### src/rtl/awgn_stats_monitor.sv
// Windowed statistics on the AWGN generator's sample-pair stream: sum, sum of
// squares, peak magnitude and over-threshold count over n_pairs accepted pairs.
module awgn_stats_monitor #(
    parameter int DW    = 16,
    parameter int CNT_W = 16
) (
    input  logic                      clk,
    input  logic                      reset,
    input  logic                      start,
    input  logic [CNT_W-1:0]          n_pairs,
    input  logic [DW-1:0]             thresh,
    input  logic                      v,
    input  logic signed [DW-1:0]      x0,
    input  logic signed [DW-1:0]      x1,
    output logic                      busy,
    output logic                      done,
    output logic signed [DW+CNT_W:0]  sum,
    output logic [2*DW+CNT_W-1:0]     sumsq,
    output logic [DW-1:0]             peak,
    output logic [CNT_W:0]            over_cnt
);

    localparam int SW  = DW + CNT_W + 1;
    localparam int SQW = 2 * DW + CNT_W;
    localparam int OW  = CNT_W + 1;
    localparam int PW  = 2 * DW;

    typedef enum logic [1:0] {IDLE, RUN, DRAIN, DONE} state_t;

    state_t                 state_q, state_d;
    logic [CNT_W-1:0]       n_q, n_d;
    logic [DW-1:0]          thr_q, thr_d;
    logic [CNT_W-1:0]       cnt_q, cnt_d;

    logic                   p0_vld_q, p0_vld_d;
    logic                   p0_last_q, p0_last_d;
    logic signed [DW-1:0]   p0_x0_q, p0_x0_d;
    logic signed [DW-1:0]   p0_x1_q, p0_x1_d;

    logic                   p1_vld_q, p1_vld_d;
    logic                   p1_last_q, p1_last_d;
    logic signed [DW-1:0]   p1_x0_q, p1_x0_d;
    logic signed [DW-1:0]   p1_x1_q, p1_x1_d;
    logic [DW-1:0]          p1_a0_q, p1_a0_d;
    logic [DW-1:0]          p1_a1_q, p1_a1_d;
    logic [PW-1:0]          p1_sq0_q, p1_sq0_d;
    logic [PW-1:0]          p1_sq1_q, p1_sq1_d;

    logic signed [SW-1:0]   sum_q, sum_d;
    logic [SQW-1:0]         sumsq_q, sumsq_d;
    logic [DW-1:0]          peak_q, peak_d;
    logic [OW-1:0]          over_q, over_d;

    logic                   start_ok;
    logic                   accept;
    logic [CNT_W-1:0]       cnt_inc;
    logic signed [PW-1:0]   sq0_s;
    logic signed [PW-1:0]   sq1_s;
    logic [DW-1:0]          pair_max;

    always_comb begin
        state_d   = state_q;
        n_d       = n_q;
        thr_d     = thr_q;
        cnt_d     = cnt_q;
        sum_d     = sum_q;
        sumsq_d   = sumsq_q;
        peak_d    = peak_q;
        over_d    = over_q;

        start_ok  = start && (state_q == IDLE || state_q == DONE);
        accept    = (state_q == RUN) && v;
        cnt_inc   = cnt_q + CNT_W'(1);

        case (state_q)
            IDLE, DONE: begin
                if (start) begin
                    n_d     = n_pairs;
                    thr_d   = thresh;
                    cnt_d   = '0;
                    state_d = (n_pairs == '0) ? DONE : RUN;
                end
            end
            RUN: begin
                if (accept) begin
                    cnt_d = cnt_inc;
                    if (cnt_inc == n_q) state_d = DRAIN;
                end
            end
            DRAIN: begin
                if (p1_vld_q && p1_last_q) state_d = DONE;
            end
            default: state_d = IDLE;
        endcase

        // Stage 0 captures the pair; the last-pair flag rides alongside so
        // DONE lands on the same edge as the final accumulator update.
        p0_vld_d  = accept;
        p0_last_d = accept && (cnt_inc == n_q);
        p0_x0_d   = accept ? x0 : p0_x0_q;
        p0_x1_d   = accept ? x1 : p0_x1_q;

        sq0_s     = PW'(p0_x0_q) * PW'(p0_x0_q);
        sq1_s     = PW'(p0_x1_q) * PW'(p0_x1_q);
        p1_vld_d  = p0_vld_q;
        p1_last_d = p0_last_q;
        p1_x0_d   = p0_x0_q;
        p1_x1_d   = p0_x1_q;
        p1_a0_d   = p0_x0_q[DW-1] ? $unsigned(-p0_x0_q) : $unsigned(p0_x0_q);
        p1_a1_d   = p0_x1_q[DW-1] ? $unsigned(-p0_x1_q) : $unsigned(p0_x1_q);
        p1_sq0_d  = $unsigned(sq0_s);
        p1_sq1_d  = $unsigned(sq1_s);

        pair_max  = (p1_a0_q > p1_a1_q) ? p1_a0_q : p1_a1_q;
        if (start_ok) begin
            sum_d   = '0;
            sumsq_d = '0;
            peak_d  = '0;
            over_d  = '0;
        end else if (p1_vld_q) begin
            sum_d   = sum_q + SW'(p1_x0_q) + SW'(p1_x1_q);
            sumsq_d = sumsq_q + SQW'(p1_sq0_q) + SQW'(p1_sq1_q);
            if (pair_max > peak_q) peak_d = pair_max;
            over_d  = over_q + OW'(p1_a0_q > thr_q) + OW'(p1_a1_q > thr_q);
        end
    end

    always_ff @(posedge clk or negedge reset) begin
        if (!reset) begin
            state_q   <= IDLE;
            n_q       <= '0;
            thr_q     <= '0;
            cnt_q     <= '0;
            p0_vld_q  <= 1'b0;
            p0_last_q <= 1'b0;
            p0_x0_q   <= '0;
            p0_x1_q   <= '0;
            p1_vld_q  <= 1'b0;
            p1_last_q <= 1'b0;
            p1_x0_q   <= '0;
            p1_x1_q   <= '0;
            p1_a0_q   <= '0;
            p1_a1_q   <= '0;
            p1_sq0_q  <= '0;
            p1_sq1_q  <= '0;
            sum_q     <= '0;
            sumsq_q   <= '0;
            peak_q    <= '0;
            over_q    <= '0;
        end else begin
            state_q   <= state_d;
            n_q       <= n_d;
            thr_q     <= thr_d;
            cnt_q     <= cnt_d;
            p0_vld_q  <= p0_vld_d;
            p0_last_q <= p0_last_d;
            p0_x0_q   <= p0_x0_d;
            p0_x1_q   <= p0_x1_d;
            p1_vld_q  <= p1_vld_d;
            p1_last_q <= p1_last_d;
            p1_x0_q   <= p1_x0_d;
            p1_x1_q   <= p1_x1_d;
            p1_a0_q   <= p1_a0_d;
            p1_a1_q   <= p1_a1_d;
            p1_sq0_q  <= p1_sq0_d;
            p1_sq1_q  <= p1_sq1_d;
            sum_q     <= sum_d;
            sumsq_q   <= sumsq_d;
            peak_q    <= peak_d;
            over_q    <= over_d;
        end
    end

    assign busy     = (state_q == RUN) || (state_q == DRAIN);
    assign done     = (state_q == DONE);
    assign sum      = sum_q;
    assign sumsq    = sumsq_q;
    assign peak     = peak_q;
    assign over_cnt = over_q;

endmodule

### config.mk
export PLATFORM = sky130hd
export DESIGN_NAME = awgn_stats_monitor
export DESIGN_NICKNAME = d
export VERILOG_FILES = /design/src/rtl/awgn_stats_monitor.sv
export SDC_FILE = /design/constraint.sdc
export NUM_CORES = 2
export LEC_CHECK = 0
export ABC_AREA = 1
export CORE_MARGIN = 2
export CORE_UTILIZATION = 45
export CTS_BUF_LIST = sky130_fd_sc_hd__clkbuf_4 sky130_fd_sc_hd__clkbuf_8
export DETAILED_ROUTE_END_ITERATION = 10
export HOLD_SLACK_MARGIN = 0.15
export SLEW_MARGIN = 20
export SYNTH_ARGS = -nofsm -noshare
export SYNTH_HDL_FRONTEND = slang
export SYNTH_SLANG_ARGS = --single-unit
### constraint.sdc
create_clock -name clk -period 5.7 [get_ports clk]
set_input_delay 0.57 -clock clk [delete_from_list [all_inputs] [get_ports clk]]
set_output_delay 0.57 -clock clk [all_outputs]
set_load 0.005 [all_outputs]
---- After elaboration in Yosys (flattened, before gate mapping) ----
Index checks and enable logic that the tools add are counted.
word-level totals
  bits in latches ......................... 0
  memory bits (read-only) ................. 0
  bits in writable memories ............... 0
  logic and storage cells ................. 80
  register bits ........................... 328
  output and inout port bits .............. 116
  memories kept ........................... 0
cells by class
  reductions and logical operators ........ 16
  muxes and demuxes ....................... 21
  equality and inequality tests ........... 8
  div/mod/pow operators ................... 0
  shift operators ......................... 0
  $lt $le $gt $ge ......................... 4
  add/sub/neg operators ................... 9
  bitwise logic cells ..................... 0
  multiply operators ...................... 2
operators by type and width
  cell                                                              count
  16-bit 2-to-1 mux                                                 8
  48-bit by 32-bit adder with 48-bit output                         2
  48-bit 2-to-1 mux                                                 2
  33-bit by 16-bit adder with 33-bit output                         2
  33-bit 2-to-1 mux                                                 2
  16-bit greater-than comparator                                    4
  16-bit by 16-bit multiplier with 32-bit output                    2
  17-bit by 1-bit adder with 17-bit output                          2
  17-bit 2-to-1 mux                                                 2
  16-bit negator                                                    2
  16-bit case mux with 2 select lines                               1
  16-bit by 1-bit adder with 16-bit output (second input constant)  1
  16-bit == test                                                    1
  16-bit zero test                                                  1
  2-bit 2-to-1 mux                                                  5
  2-bit != test (second input constant)                             4
  2-bit case mux with 3 select lines                                1
  2-bit nonzero test                                                3
  2-bit == test (second input constant)                             2
  1-bit logical AND                                                 4
  2-bit AND reduction                                               2
  4-bit AND reduction                                               1
  3-bit AND reduction                                               1
  2-bit by 1-bit == test with 1-bit output (second input constant)  1
  3 further kinds                                                   4

---- Logic depth before layout (Yosys ltp) ----
  word-level depth ........................ 6
  mapped depth ............................ 27
  gate-level depth less buffers ........... 26

---- Worst setup path before layout ----
Ideal clock, no wire load.
  path kind ............................... reg2reg
  from .................................... register p0_x1_q[15]
  to ...................................... register p1_sq1_q[31]
  required time ........................... 5.621 ns
  setup time .............................. 0.079 ns
  slack ................................... -0.172 ns
  period minus slack after synthesis ...... 5.872 ns
  path buffers ............................ 2
  stages on the path, launching flop included .. 23
  data arrival time ....................... 5.793 ns
  path through ............................ dfrtp_1 clkbuf_1 buf_1 nand2_1 fa_1 inv_1 fa_1 inv_1 fa_1 inv_1 fa_1 fa_1 inv_1 fa_1 inv_1 ha_1 inv_1 nor3_1 nand2_1 nor3_1 nand2_1 o2111ai_1 xor2_1
on the way
  cells in the longest elaborated chain, start to end .. 1
RTL lines
  element                                         line  RTL
  start: declaration                              38    logic signed [DW-1:0] p0_x1_q, p0_x1_d;
  start signal: assignment                        158   p0_x1_q <= p0_x1_d;
  16-bit by 16-bit multiplier with 32-bit output  104   sq1_s = PW'(p0_x1_q) * PW'(p0_x1_q);
  via p1_sq1_d[31]                                47    logic [PW-1:0] p1_sq1_q, p1_sq1_d;
  end signal: assignment                          166   p1_sq1_q <= p1_sq1_d;
  end: declaration                                47
The timed path passes the listed nets, and every way through them passes these cells.
A chain may end at the register's enable or synchronous reset.

---- Worst setup path in the final report ----
  from .................................... register p0_x1_q[15]
  to ...................................... register p1_sq1_q[20]
The elaborated chain is that of the path after synthesis.

==> results.toml <==
[status]
outcome = "finished, final reports clean"

[worst_setup_path]
path_class = "flip-flop to flip-flop"
worst_r2r_path_depth = 19
cp_data_required_time_ps = 6310
crit_arrival_ps = 6170
r2r_slack_ps = 140
critPathLaunchType = "flip-flop"
cp_max_fo = 6
rr_startpoint = "p0_x1_q[15]"
regToRegEndpoint = "p1_sq1_q[20]"
cp-end-kind = "flip-flop"

[timing]
rsz0062_at_grt = "yes"
fmax_mhz = 180
worst_slew_pin_slew_ps = 1080
maxSlewViolCount = 0
slew_headroom_pct = 27.7
fin_crit_sh_pct = 97.6
fin_crit_ps = 5560
setup_viol_count_final = 0
finalHoldViolations = 0
clock_skew_ps = 57.7

[hold_path]
hold_depth = 0
hold_end = "p1_last_q"
holdCritStartpoint = "p0_last_q"
hold_class = "flip-flop to flip-flop"

[finish]
area_delta_synth_final_pct = 19.6
stdcell_count = 6046
num-nets-final = 5832
final_common_cell = "inv_1"
post_route_cells_drive_above_1_share_pct = 11.9
final_cell_mix = "inv_1 (1014), nand2_1 (899), fa_1 (518)"

[synthesis]
syn_area_per_cell_um2 = 8.38
yosysSeqAreaShare_pct = 21.4
synth_seq_cells = 322
synth_cell_types = 63
synthArstFlopShare_pct = 100
synthTopCellsByArea = "fa_1 (28%), dfrtp_1 (21%), ha_1 (11%)"
synth_edf_count = 0
synth.cell_area_um2 = 37700
netlist.area_leader.share_pct = 28.4
yosysTopAreaCell = "fa_1"
netlist_instances = 4495
synth_warnings = 0
synth_top_flop_cell = "dfrtp_1"

[clocking]
clockRootBuffer = "clkbuf_8"
cts.htree.levels = 2
cts_sinks = 322
cts.clk_slew.worst_paths_ps = 60
cts_made_buffers = 60
cts_buffer_depth = 3
clk-insertion-delay-late_ps = 730
cts_tree = "built"

[placed_design]
detailed_place_hpwl_mm = 89.0
gp_congestion = 0.953
io_buffers = 183
dp.cells = 5881

[floorplanning]
rows = 106
die_area_um2 = 86000
initial_utilization_pct = 45.2
die_w_um = 293
io_pins = 184
design.core.area_um2 = 83300
die_h_um = 293

[flow_run]
drv_cap = 0

[route]
ant_nets = 0
dr.pass1.iters = 6
wire_per_inst_um = 17.8
wl_mm = 108
vias = 30487
drt-initial-drc-count = 2066
via_per_inst = 5.04
drc = 0

[global_routing]
grt_max_degree = 89
grt_overflow_total = 0
grt_usage_pct = 25.4
grt_pass1_wl_mm = 170
first_global_vias = 30940
antenna_found_initial = 6
[layout make-up]
type,instances,area (um2)
multi-input cells,3039,25900
well taps,1080,1350
diodes,2,5.00
clock inverters,34,601
clock buffers,79,1020
inverters,1027,3860
flip-flops and latches,322,8090
repair buffers,463,4240
fillers,7790,38200
[per-stage QoR]
stage	area, um2	hold WS, ps	util, %	setup TNS [ps]	setup WS [ps]
after CTS	44000	350	52.9	0	2.34
after detailed placement	42300	335	50.8	-405	-151
after global routing	45000	371	54.1	-264	-46.4
after floorplan	37700	274	-	-52.5	-52.5
final	45000	348	54.1	0	137
after global placement	42300	333	50.8	-202	-100
[cells in the mapped netlist, types with 5 or more instances]
cell and number:
clkbuf_1 69, nand2_2 12, a32o_1 5, nand3_2 5, nand4_1 38, o21a_1 12
inv_1 1025, nand3_1 146, fa_1 534, nor3_1 36, xor2_1 89, o21ai_0 193
a21oi_1 237, nor4_1 12, a22o_1 7, a31o_2 5, dfrtp_1 322, o21bai_1 22
or2_2 9, nor2_1 252, o31ai_1 6, buf_2 15, buf_1 23, ha_1 317
xnor2_1 43, nand2_1 923, nor3_2 5, o221ai_1 5, a21o_1 12, o21ai_1 14
a21boi_0 8, nand3b_1 8, a31oi_1 10, o22ai_1 20
[cells by family (layout without fill, tap and decap cells)]
logic type               count (synthesis)  in the layout  synth area share [%]
AO/OA/AOI/OAI                          582            582                  8.76
XOR/XNOR                               136            136                  3.31
adder cells (fa/ha/maj)                851            851                  38.9
buffers and inverters                 1135           1603                  11.4
flip-flops                             322            322                  21.4
multiplexers                             1              1                0.0299
other                                    1              4               0.00996
AND/OR/NAND/NOR                       1467           1467                  16.2
[state kept, by name (all words and copies together), names as in the netlist, 17 cells and up]
name,cells
over_cnt,17
sum,33
p1_sq0_q,31
p1_sq1_q,31
sumsq,48
[repair_timing]
| item | in CTS | in global routing |
|---|---|---|
| hold buffers | 1 | 0 |
| gates cloned | 0 | 1 |
| endpoints found under the setup margin | 10 | 35 |
| setup buffers | 2 | 46 |
| resized for setup | 14 | 158 |
| endpoints found under the hold margin | 77 | 0 |
| pin swaps | 0 | 46 |
[critical path: stages, from the launching register on]
cell     delay, ps
dfrtp_2        450
buf_4          150
nand2_1         80
inv_1           60
fa_1           500
buf_4          160
fa_1           450
fa_2           570
fa_2           440
fa_1           490
inv_1           50
fa_1           480
inv_1           60
ha_4           290
nand4_1        180
nor3_4         290
nand4_1        200
nand3_2        170
buf_4          130
xor2_1         250
[how the worst max path moves through the flow]
stage | to | from | cells past startpoint
detailed placement | p1_sq1_q[28] | p0_x1_q[11] | 19
finish | p1_sq1_q[20] | p0_x1_q[15] | 19
global placement | p1_sq1_q[28] | p0_x1_q[11] | 19
floorplan | p1_sq1_q[31] | p0_x1_q[15] | 22
global route | p1_sq0_q[27] | p0_x0_q[15] | 24
CTS | p1_sq0_q[31] | p0_x0_q[15] | 17
[metal layers]
metal	share of wire (%)	vias up	GRT usage, %
met1	43	14932	34.1
met4	2.7	2	6.41
met3	5.7	142	3.43
li1	-	14655	-
met5	0.012	-	0
met2	49	756	43.4
Power is left out: the tool's default activity adds up to more than one toggle a clock period on the data nets, which glitch-free logic cannot reach.
